### src/rtl/viterbi_decode.sv
// Hard-decision Viterbi decoder for the rate-1/2, K=4 (octal 13/17) convolutional code.
// Eight-state add-compare-select with register-exchange survivors of depth TB_DEPTH.
module viterbi_decode #(
    parameter int TB_DEPTH = 20,
    parameter int METRIC_W = 6
) (
    input  logic       clk_sig,
    input  logic       rst_sig,
    input  logic [1:0] code_sig,
    input  logic       code_valid_sig,
    output logic       dec_sig,
    output logic       dec_valid_sig
);

    localparam int N_STATES = 8;
    localparam int FILL_W   = $clog2(TB_DEPTH + 1);

    typedef logic [METRIC_W-1:0] metric_t;
    typedef logic [TB_DEPTH-1:0] surv_t;

    metric_t             pm_q   [N_STATES];
    metric_t             pm_acs [N_STATES];
    metric_t             pm_d   [N_STATES];
    surv_t               sv_q   [N_STATES];
    surv_t               sv_d   [N_STATES];
    logic [N_STATES-1:0] msb;
    logic                norm;
    logic [FILL_W-1:0]   fill_q;
    logic                acc_q;
    logic [2:0]          best;
    metric_t             best_pm;

    // Hamming distance between the received pair and the pair emitted on pred -> {u, pred[2:1]}.
    function automatic metric_t branch_metric(input logic [1:0] code, input logic [2:0] pred,
                                              input logic u);
        logic [1:0] diff;
        diff = code ^ {u ^ pred[1] ^ pred[0], u ^ pred[2] ^ pred[1] ^ pred[0]};
        return metric_t'(diff[1]) + metric_t'(diff[0]);
    endfunction

    for (genvar g = 0; g < N_STATES; g++) begin : g_acs
        localparam logic [2:0] NS = 3'(g);
        localparam logic [2:0] P0 = {NS[1:0], 1'b0};
        localparam logic [2:0] P1 = {NS[1:0], 1'b1};
        metric_t c0;
        metric_t c1;
        logic    take_p1;

        assign c0         = pm_q[P0] + branch_metric(code_sig, P0, NS[2]);
        assign c1         = pm_q[P1] + branch_metric(code_sig, P1, NS[2]);
        // Strict compare so a tie keeps the even predecessor.
        assign take_p1    = (c1 < c0);
        assign pm_acs[g]  = take_p1 ? c1 : c0;
        assign sv_d[g]    = take_p1 ? {sv_q[P1][TB_DEPTH-2:0], NS[2]}
                                    : {sv_q[P0][TB_DEPTH-2:0], NS[2]};
        assign msb[g]     = pm_acs[g][METRIC_W-1];
        assign pm_d[g]    = norm ? {1'b0, pm_acs[g][METRIC_W-2:0]} : pm_acs[g];
    end

    // Subtracting the same offset from every metric keeps the ordering intact.
    assign norm = &msb;

    // NOTE: every variable written here gets a value before the loop, so no latch is inferred.
    always_comb begin
        best    = 3'd0;
        best_pm = pm_q[0];
        for (int i = 1; i < N_STATES; i++) begin
            if (pm_q[i] < best_pm) begin
                best    = 3'(i);
                best_pm = pm_q[i];
            end
        end
    end

    // NOTE: the survivor array is reset on purpose: a cleared history decodes as zeros, which
    // matches the encoder's all-zero start state.
    always_ff @(posedge clk_sig or negedge rst_sig) begin
        if (!rst_sig) begin
            for (int i = 0; i < N_STATES; i++) begin
                pm_q[i] <= (i == 0) ? metric_t'(0) : metric_t'(16);
                sv_q[i] <= '0;
            end
            fill_q        <= '0;
            acc_q         <= 1'b0;
            dec_sig       <= 1'b0;
            dec_valid_sig <= 1'b0;
        end else begin
            // NOTE: non-blocking throughout, so every read below sees the pre-edge state.
            acc_q         <= code_valid_sig;
            dec_valid_sig <= 1'b0;
            if (acc_q) begin
                dec_sig       <= sv_q[best][TB_DEPTH-1];
                dec_valid_sig <= (fill_q >= FILL_W'(TB_DEPTH));
            end
            if (code_valid_sig) begin
                pm_q <= pm_d;
                sv_q <= sv_d;
                if (fill_q != FILL_W'(TB_DEPTH)) begin
                    fill_q <= fill_q + 1'b1;
                end
            end
        end
    end

endmodule

### config.mk
export PLATFORM = sky130hd
export DESIGN_NAME = viterbi_decode
export DESIGN_NICKNAME = d
export VERILOG_FILES = /design/src/rtl/viterbi_decode.sv
export SDC_FILE = /design/constraint.sdc
export NUM_CORES = 1
export LEC_CHECK = 0
export CAP_MARGIN = 20
export CORE_ASPECT_RATIO = 2
export CORE_MARGIN = 2
export CORE_UTILIZATION = 42
export DETAILED_ROUTE_END_ITERATION = 16
export GPL_ROUTABILITY_DRIVEN = 0
export PLACE_DENSITY = 0.59
export SETUP_SLACK_MARGIN = 0.05
export SYNTH_ARGS = -nofsm -noshare
export SYNTH_HDL_FRONTEND = slang
export SYNTH_SLANG_ARGS = --single-unit
### constraint.sdc
create_clock -name clk_sig -period 32.4 [get_ports clk_sig]
set_input_delay 6.48 -clock clk_sig [delete_from_list [all_inputs] [get_ports clk_sig]]
set_output_delay 6.48 -clock clk_sig [all_outputs]
set_load 0.02 [all_outputs]
Word-level counts from Yosys, hierarchy flattened --
Cells that the tools add are included.
Word-level totals: flip-flop bits (word level) 216, latch bits 0, memory bits (writable) 0, memory bits (read-only) 0, bits of input ports 5, output and inout port bits 2, logic and storage cells 106, memories 0
Cells by class: add/sub/neg operators 21, $mul 0, div/mod/pow operators 0, $lt $le $gt $ge 17, eq/ne operators 1, shift operators 0, mux-type cells 41, bitwise gates (word level) 4, reductions and logical operators 2
Operators by type and width (count):
- $mux 20 | 10
- $mux 6 | 22
- $lt 6x6->1 | 15
- $add 6x6->6 | 12
- $bmux 20 s3 | 1
- $add 6x2->6 | 4
- $mux 3 | 4
- $add 1x1->2 | 4
- $reduce_and 8->1 | 1
- $add 5x1->5 const B | 1
- $ge 5x5->1 const B | 1
- $ne 5x5->1 const B | 1
- $ge 4x4->1 const B | 1
- $mux 2 | 2
- $not 3->4 | 1
- $mux 1 | 2
- $not 1->1 | 2
- $not 2->2 | 1
- $reduce_and 2->1 | 1

Longest topological paths before layout --
Gate-level depths: netlist of the first run.
word-level depth 18, gate-level depth with buffers 68

Worst setup path after synthesis of the first run --
No wires, ideal clock.
path kind reg2reg, from register pm_q[45] (netlist name), to register dec_sig, setup time 0.076 ns, arrival time 10.946 ns, slack 21.378 ns, stages on the path, launching flop included 60, period minus slack after synthesis 11.022 ns, cell sequence dfrtp_1 -> inv_1 -> ha_1 -> a21oi_1 -> o21ai_1 -> a21oi_2 -> nor2_1 -> a21oi_1 -> ha_1 -> a21oi_1 -> o221ai_1 -> a311o_1 -> nand3_2 -> nand2_1 -> o21ai_0 -> inv_1 -> ha_1 -> a21o_1 -> [... 24 more ...] -> o21ai_0 -> nand2b_1 -> a21oi_1 -> nor2b_1 -> nand2_1 -> mux2_2 -> and2_1 -> mux2_1 -> ha_1 -> a21o_1 -> a21oi_1 -> o21ai_0 -> and2_1 -> nand3_1 -> o41a_1 -> o21ai_0 -> o31a_1 -> o21ai_1
On the way: cells in the longest elaborated chain, start to end 18, elaborated cells between the ends (all ways) 24, classes of those cells 7 x order compare; 16 x mux; 1 x bitwise
Ends and longest elaborated chain:
- start, declared | line 21 | metric_t pm_q [N_STATES];
- start signal, assigned by index | line 80 | pm_q[i] <= (i == 0) ? metric_t'(0) : metric_t'(16);
- start signal, assigned | line 96 | pm_q <= pm_d;
- $lt 6x6->1 | line 68 | if (pm_q[i] < best_pm) begin
- $mux 6 | line 68
- $lt 6x6->1 | line 68
- $mux 6 | line 68
- $lt 6x6->1 | line 68
- $mux 6 | line 68
- $lt 6x6->1 | line 68
- $mux 6 | line 68
- $lt 6x6->1 | line 68
- $mux 6 | line 68
- $lt 6x6->1 | line 68
- $mux 6 | line 68
- $lt 6x6->1 | line 68
- $mux 3 (*) | line 68
- $not 3->4 (implied by the code) (*) | line 92 | dec_sig <= sv_q[best][TB_DEPTH-1];
- $bmux 20 s3 (*) | line 92
- $mux 20 (implied by the code) (*) (2 in a row) | line 92
- end signal, assigned | line 92
- end, declared | line 11 | output logic dec_sig,
Mark *: on every way between the ends. The rest lies on a longest branch, timed or not. The select of a mux whose other input is x is not followed. A chain may end at the register's enable or synchronous reset.

Final worst setup path of the first run --
from register pm_q[44] (netlist name), to register dec_sig
Same word-level chain as after synthesis.

==> impl_metrics.env, run 1 <==
export IMPL_status="finished, final reports clean"
export IMPL_final_common_cell="nor2_1"
export IMPL_cp_start_kind="flip-flop"
export IMPL_muxShareOfSynthArea_pct=13.0
export IMPL_route_detailed_drc=0
export IMPL_synth_compound_area_share_pct=16.8
export IMPL_ys_seq_area_share_pct=37.5
export IMPL_gr_total_overflow=0
export IMPL_cp_slowest_cell="o311ai_2"
export IMPL_antenna_cells=0
export IMPL_port_buffers=6
export IMPL_fillers=3114
export IMPL_synth_ff_type="dfrtp_1"
export IMPL_end_kind="flip-flop"
export IMPL_synth_simple_area_share_pct=12.3
export IMPL_layout_nets=1537
export IMPL_cap_violations=0
export IMPL_mostFrequentLayoutCells="215 x nor2_1, 198 x a21oi_1, 194 x dfrtp_1, 148 x mux2i_1, 97 x ha_1"
export IMPL_synth_area_leaders="dfrtp_1 36%, mux2i_1 11%, ha_1 9.0%"
export IMPL_multi_input_area_mm2=0.00793
export IMPL_num_io_pins=7
export IMPL_worstSkewPairLatency_ns=0.51
export IMPL_die_x_um=130
export IMPL_grt_antenna_before_repair=0
export IMPL_ctsHoldBuffers=0
export IMPL_area_growth_pct=7.94
export IMPL_finalNonFillerCells=1852
export IMPL_synth_xor_xnor_area_share_pct=4.70
export IMPL_synthesis_area_mm2=0.0134
export IMPL_synth_async_reset_ratio_pct=100
export IMPL_hold_viol_final=0
export IMPL_vias=10300
export IMPL_clock_path_buffers=3
export IMPL_grt_pass1_vias=10500
export IMPL_via_per_inst=5.55
export IMPL_grt_max_degree=185
export IMPL_period_needed_ns=13.24
export IMPL_cts_inserted_buffers=20
export IMPL_dp_cells=1819
export IMPL_die_h_um=257
export IMPL_period_share_pct=40.9
export IMPL_max_slew_margin_rel_pct=29.8
export IMPL_root_buffer="clkbuf_16"
export IMPL_synth_area_leader_cell="dfrtp_1"
export IMPL_post_route_util_pct=46.0
export IMPL_postCtsSetupBuffers=0
export IMPL_drive_gt1_share_pct=7.14
export IMPL_cts_tree="built"
export IMPL_skew_ns=0.0178
export IMPL_worstPathArrival_ns=13.66
export IMPL_routedWlPerCell_um=19.0
export IMPL_post_cts_resized=0
export IMPL_ys_ff_latch=201
export IMPL_initial_core_util_pct=42.6
export IMPL_critical_path_max_stage_delay_ns=0.76
export IMPL_synth_cells=1464
export IMPL_required_ns=32.82
export IMPL_regArea_mm2=0.00504
export IMPL_fin_tns_setup_ns=0
export IMPL_synth_edf_count=0
export IMPL_synth_top_family_by_area="compound AO/OA/AOI/OAI gates"
export IMPL_setup_violations_final=0
export IMPL_yosysWarnings=0
export IMPL_crit_fanout=12
export IMPL_finalWirelength_um=35200
export IMPL_grt_pass1_wl_um=56200
export IMPL_worst_slew_pin_slew_ns=1.05
export IMPL_hpwlAfterDp_um=25500
export IMPL_htree_levels=1
export IMPL_grt_use_total_pct=21.7
export IMPL_clk_pin_slew_ns=0.06
export IMPL_initialDrtViolationCount=548
export IMPL_yosys_area_top_type_share_pct=36.2
export IMPL_cts_sinks=201
export IMPL_worstSetupPathType="reg2reg"
export IMPL_avgSynthCellArea_um2=9.17
export IMPL_fp_row_count=92
export IMPL_ant_nets=0
export IMPL_rsz0062_at_grt="false"
export IMPL_syn_num_nets=1582
export IMPL_die_area_mm2=0.0335
export IMPL_fmax_mhz=75.5
export IMPL_coreArea_mm2=0.0315
export IMPL_hp_class="reg2reg"
export IMPL_synthAdderAreaFrac_pct=11.5
export IMPL_firstDrtPassIters=5
export IMPL_maxSlewViolCount=0
export IMPL_ys_types=75
layout make-up:
class                      count  share of cell area (%)
clock inverter                 5                   0.216
timing repair buffer          18                    1.24
tap                          423                    3.65
multi-input combinational   1119                    54.7
inverter                      59                    1.53
clock buffer                  27                    3.92
sequential                   201                    34.8
metrics by stage:
stage | setup slack, ns | hold slack (ns) | instance area [um2]
finish | 19.16 | 0.480 | 14500
global route | 18.11 | 0.519 | 14500
CTS | 19.28 | 0.483 | 14500
detailed placement | 19.30 | 0.457 | 13900
global placement | 19.61 | 0.451 | 13900
floorplan | 21.38 | 0.439 | 13400
routing by layer:
metal  GRT usage (%)  vias up  part of all wire (%)
met5               0        -                     0
met4            15.3        0                   8.5
met3            3.04      134                   3.0
met2            40.2      194                    54
met1            21.4     4937                    34
li1                -     5016                     -
Yosys cell counts, drive strengths merged (12+ instances only):
cell type  count
a21oi        209
inv           59
mux2          22
nor2         215
nand2         80
ha            97
xnor2         54
fa            16
xor2          18
dfrtp        194
nand3         32
o21ai         77
a21o          31
clkbuf        73
o211ai        13
mux2i        149
buf           12
nand2b        25
worst max-delay path, delay by kind of cell (launching register included):
kind / cells / cell delay (ns)
and+or+nand+nor: 21 / 3.34
buffers and inverters: 3 / 0.24
muxes: 3 / 0.94
AOI/OAI and AO/OA: 25 / 6.21
DFF: 1 / 0.59
adders and majority gates: 7 / 1.81
worst paths after layout:
check,from,to,slack [ns],cells past startpoint
max,pm_q[44],dec_sig,19.16,59
max in group asynchronous,rst_sig,sv_q[17],25.00,3
min reg2reg,sv_q[0],sv_q[0],0.48,1
min in group asynchronous,rst_sig,sv_q[3],6.06,1
max reg2reg,pm_q[44],dec_sig,19.16,59
min,sv_q[0],sv_q[0],0.48,1
flip-flops by register name, indices dropped and copies added (netlist names):
name           flops
acc_q              1
pm_q              48
dec_valid_sig      1
sv_q             145
fill_q             5
dec_sig            1
kinds of logic after synthesis:
family / count (synthesis)
AND/OR/NAND/NOR: 384
AO/OA/AOI/OAI: 378
flip-flops: 201
multiplexers: 171
buffers and inverters: 144
adder cells (fa/ha/maj): 114
XOR/XNOR: 72
Power of run 1 is not shown: default switching activity piles up to over one toggle a cycle in this logic, so the estimate is an artifact.
==> run 2: changes to the inputs <==
Clock period 32.4 ns to 13 ns, I/O delays scaled along.
==> run 2 against run 1 <==
Compared with the run above: utilization grew 0.77 points; worst setup slack worse by 18 ns; via count rose by 0.36%; hold slack worse by 0.0088 ns; final area up 1.7%; global-route usage grew 0.20 points; critical endpoint unchanged; highest routed layer unchanged.
==> impl_metrics.env, run 2 (same netlist as run 1, synthesis figures left out) <==
export IMPL_rsz0062_at_grt="false"
export IMPL_hold_viol_final=0
export IMPL_final_common_cell="nor2_1"
export IMPL_skew_ns=0.0109
export IMPL_fin_tns_setup_ns=0
export IMPL_hpwlAfterDp_um=25700
export IMPL_worstHoldEndpoint="sv_q[0]"
export IMPL_design_area_mm2=0.0147
export IMPL_routedWlPerCell_um=19.1
export IMPL_grt_max_degree=229
export IMPL_status="finished, final reports clean"
export IMPL_area_growth_pct=9.75
export IMPL_initial_core_util_pct=42.6
export IMPL_firstDrtPassIters=5
export IMPL_via_per_inst=5.53
export IMPL_worstPathArrival_ns=12.62
export IMPL_r2r_start="pm_q[45]"
export IMPL_cp_common_cell="a21oi_1"
export IMPL_r2r_worst_path_cells=57
export IMPL_cts_inserted_buffers=20
export IMPL_gr_total_overflow=0
export IMPL_htree_levels=1
export IMPL_grt_use_total_pct=21.9
export IMPL_die_h_um=257
export IMPL_fillers=3129
export IMPL_cp_start_kind="flip-flop"
export IMPL_worstSetupPathType="reg2reg"
export IMPL_cp_slowest_cell="o41ai_4"
export IMPL_grt_pass1_vias=10600
export IMPL_die_x_um=130
export IMPL_maxSlewViolCount=0
export IMPL_regToRegSetupSlack_ns=0.81
export IMPL_drive_gt1_share_pct=8.66
export IMPL_antenna_cells=0
export IMPL_end_kind="flip-flop"
export IMPL_num_io_pins=7
export IMPL_mostFrequentLayoutCells="215 x nor2_1, 198 x a21oi_1, 194 x dfrtp_1, 147 x mux2i_1, 97 x ha_1"
export IMPL_root_buffer="clkbuf_16"
export IMPL_cts_tree="built"
export IMPL_worst_r2r_endpoint="dec_sig"
export IMPL_ant_nets=0
export IMPL_min_path_cells=1
export IMPL_initialDrtViolationCount=582
export IMPL_biggestRegsByFlops="sv_q: 145 flops, pm_q: 48 flops, fill_q: 5 flops"
export IMPL_max_slew_margin_rel_pct=30.1
export IMPL_grt_antenna_before_repair=0
export IMPL_largest_register="sv_q"
export IMPL_largest_register_ffs=145
export IMPL_crit_fanout=11
export IMPL_hold_ws_ns=0.471
export IMPL_period_needed_ns=12.19
export IMPL_route_detailed_drc=0
export IMPL_worstSkewPairLatency_ns=0.51
export IMPL_placed_area_mm2=0.0139
export IMPL_worst_slew_pin_slew_ns=1.05
export IMPL_clock_path_buffers=3
export IMPL_fp_row_count=92
export IMPL_layout_nets=1547
export IMPL_period_share_pct=93.7
export IMPL_port_buffers=6
export IMPL_finalWirelength_um=35600
export IMPL_hp_class="reg2reg"
export IMPL_vias=10300
export IMPL_fmax_mhz=82.1
export IMPL_die_area_mm2=0.0335
export IMPL_clk_pin_slew_ns=0.07
export IMPL_cts_sinks=201
export IMPL_required_ns=13.43
export IMPL_coreArea_mm2=0.0315
export IMPL_grt_pass1_wl_um=56600
export IMPL_critical_path_max_stage_delay_ns=0.55
export IMPL_min_from="sv_q[0]"
export IMPL_setup_violations_final=0
export IMPL_cap_violations=0
[run 2: cell count changes in the layout (fill, tap and decap cells not counted), moves of 2 or more]
cell / previous run / this run
clkbuf_8: 2 / 5
bufinv_16: 0 / 2
buf_12: 0 / 2
buf_4: 11 / 20
o21ai_0: 74 / 72
[run 2: worst max path at each step]
stage | from | to | slack (ns) | depth (start not counted)
after floorplan | pm_q[45] | dec_sig | 1.98 | 59
after global placement | pm_q[44] | dec_sig | 0.22 | 57
after detailed placement | pm_q[44] | dec_sig | -0.01 | 57
after CTS | pm_q[44] | dec_sig | 0.20 | 57
after global routing | pm_q[45] | dec_sig | 0.09 | 62
final | pm_q[45] | dec_sig | 0.81 | 57
[run 2: stage by stage]
| step | utilization (%) | setup WS, ns | instances |
|---|---|---|---|
| final | 46.7 | 0.814 | 1866 |
| after global routing | 46.7 | 0.0887 | 1866 |
| after CTS | 46.3 | 0.204 | 1857 |
| after detailed placement | 44.1 | -0.0150 | 1821 |
| after global placement | 44.1 | 0.224 | 1821 |
| after floorplan | - | 1.98 | 1464 |
[run 2: layout make-up]
type | count | area, um2 | share of cell area, %
multi-input combinational | 1119 | 7990 | 54.2
tap | 423 | 529 | 3.59
timing repair buffer | 28 | 260 | 1.77
clock inverter | 7 | 95.1 | 0.645
sequential | 201 | 5040 | 34.2
inverter | 59 | 221 | 1.50
clock buffer | 29 | 606 | 4.11
[run 2: layer usage]
| layer | global-route usage [%] | vias up | share of wire [%] |
|---|---|---|---|
| met4 | 16.0 | 0 | 8.6 |
| met5 | 0 | - | 0 |
| met3 | 3.04 | 151 | 3.1 |
| met1 | 21.6 | 4907 | 35 |
| li1 | - | 5034 | - |
| met2 | 40.3 | 226 | 53 |
[run 2: critical path, delay by kind of cell, from the launching register on]
family / cells / cell delay, ns
multiplexers: 4 / 1.17
AO/OA/AOI/OAI: 27 / 5.86
flip-flops: 1 / 0.44
AND/OR/NAND/NOR: 13 / 1.79
adder cells (fa/ha/maj): 8 / 2.30
buffers and inverters: 5 / 0.53
[run 2: repair_timing]
action / 4_1_cts / 5_1_grt
endpoints found under the setup margin: 1 / 1
buffers inserted: 0 / 9
hold buffers: 0 / 0
pin swaps: 0 / 5
gates resized for setup: 1 / 13
Power of run 2 is left out for the same reason.
==> run 3: changes to the inputs <==
Settings changed: SKIP_CTS_REPAIR_TIMING set to 1.
==> run 3 against run 2 <==
Compared with the run above: first-iteration DRC count down 13%; non-clock buffer count stayed put; critical path depth unchanged; via count rose by 0.47%; cell count unchanged; clock skew hardly changed; sequential share of layout area is the same; utilization did not move; final area unchanged; flip-flop and latch count is the same; register-to-register slack barely moved; critical endpoint unchanged; largest cell class unchanged.
==> impl_metrics.env, run 3 (same netlist as run 1, synthesis figures left out) <==
export IMPL_status="finished, final reports clean"
export IMPL_rsz0062_at_grt="false"
export IMPL_hpwlAfterDp_um=25700
export IMPL_biggestRegsByFlops="sv_q: 145 flops, pm_q: 48 flops, fill_q: 5 flops"
export IMPL_path_buf_inv=5
export IMPL_use_met2_pct=40.3
export IMPL_cts_inserted_buffers=20
export IMPL_fp_row_count=92
export IMPL_worstSkewPairLatency_ns=0.51
export IMPL_fmax_mhz=82.1
export IMPL_busiest_layer="met2"
export IMPL_largest_register="sv_q"
export IMPL_hp_class="reg2reg"
export IMPL_cp_start_kind="flip-flop"
export IMPL_worst_slew_pin_slew_ns=1.04
export IMPL_drive_gt1_share_pct=8.66
export IMPL_maxSlewViolCount=0
export IMPL_largest_register_ffs=145
export IMPL_setup_ws_ns=0.827
export IMPL_grt_max_degree=229
export IMPL_port_buffers=6
export IMPL_dpl_worst_slack_ns=-0.0150
export IMPL_vias=10400
export IMPL_cts_tree="built"
export IMPL_placed_area_mm2=0.0139
export IMPL_layout_nets=1547
export IMPL_gr_total_overflow=0
export IMPL_design_area_mm2=0.0147
export IMPL_antenna_cells=0
export IMPL_firstDrtPassIters=5
export IMPL_ant_nets=0
export IMPL_initialDrtViolationCount=506
export IMPL_max_slew_margin_rel_pct=30.8
export IMPL_fin_tns_setup_ns=0
export IMPL_cp_slowest_cell="o41ai_4"
export IMPL_grtUsageMet3_pct=2.95
export IMPL_setup_violations_final=0
export IMPL_finalWirelength_um=35500
export IMPL_end_kind="flip-flop"
export IMPL_htree_levels=1
export IMPL_period_share_pct=93.6
export IMPL_mostFrequentLayoutCells="215 x nor2_1, 198 x a21oi_1, 194 x dfrtp_1, 147 x mux2i_1, 97 x ha_1"
export IMPL_via_per_inst=5.56
export IMPL_routedWlPerCell_um=19.0
export IMPL_initial_core_util_pct=42.6
export IMPL_cp_common_cell="a21oi_1"
export IMPL_skew_ns=0.0106
export IMPL_area_growth_pct=9.75
export IMPL_hold_ws_ns=0.473
export IMPL_cap_violations=0
export IMPL_crit_fanout=11
export IMPL_num_io_pins=7
export IMPL_die_area_mm2=0.0335
export IMPL_root_buffer="clkbuf_16"
export IMPL_required_ns=13.43
export IMPL_period_needed_ns=12.17
export IMPL_final_common_cell="nor2_1"
export IMPL_grt_pass1_wl_um=56500
export IMPL_clock_path_buffers=3
export IMPL_grt_antenna_before_repair=0
export IMPL_fillers=3128
export IMPL_worstSetupPathType="reg2reg"
export IMPL_clk_pin_slew_ns=0.07
export IMPL_grt_pass1_vias=10600
export IMPL_gr_usage_met1_pct=21.6
export IMPL_die_h_um=257
export IMPL_die_x_um=130
export IMPL_coreArea_mm2=0.0315
export IMPL_hold_viol_final=0
export IMPL_route_detailed_drc=0
export IMPL_cts_sinks=201
export IMPL_critical_path_max_stage_delay_ns=0.54
export IMPL_grt_use_total_pct=21.8
export IMPL_cp_top_family="compound AO/OA/AOI/OAI gates"
export IMPL_worstPathArrival_ns=12.61
-- run 3: layout make-up --
type	instances	area, um2	area share (%)
clock buffers	29	606	4.11
clock inverters	7	95.1	0.645
inverters	59	221	1.50
multi-input cells	1119	7990	54.2
flip-flops and latches	201	5040	34.2
well taps	423	529	3.59
repair buffers	28	260	1.77
-- run 3: path summary, 6_finish.rpt --
path	startpoint	end	slack, ns	cells after the start
max reg2reg	pm_q[45]	dec_sig	0.83	57
min	sv_q[0]	sv_q[0]	0.47	1
max	pm_q[45]	dec_sig	0.83	57
max in group asynchronous	rst_sig	sv_q[135]	9.01	3
min reg2reg	sv_q[0]	sv_q[0]	0.47	1
min in group asynchronous	rst_sig	sv_q[25]	2.13	1
-- run 3: metal layers --
layer  vias up  wire, um
met1      4966     12400
met3       146      1080
met4         0      3040
li1       5032         -
met5         -         0
met2       223     19000
-- run 3: worst register-to-register path: cells and delay by family, from the launching register on --
kind	cells	cell delay, ns
buffers and inverters	5	0.54
AOI/OAI and AO/OA	27	5.88
adders and majority gates	8	2.31
muxes	4	1.17
and+or+nand+nor	13	1.79
DFF	1	0.44
-- run 3: through the flow --
step	util, %	cells
2_1_floorplan	-	1464
3_3_place_gp	44.1	1821
3_5_place_dp	44.1	1821
4_1_cts	46.3	1857
5_1_grt	46.7	1866
6_report	46.7	1866
Power of run 3 is left out for the same reason.
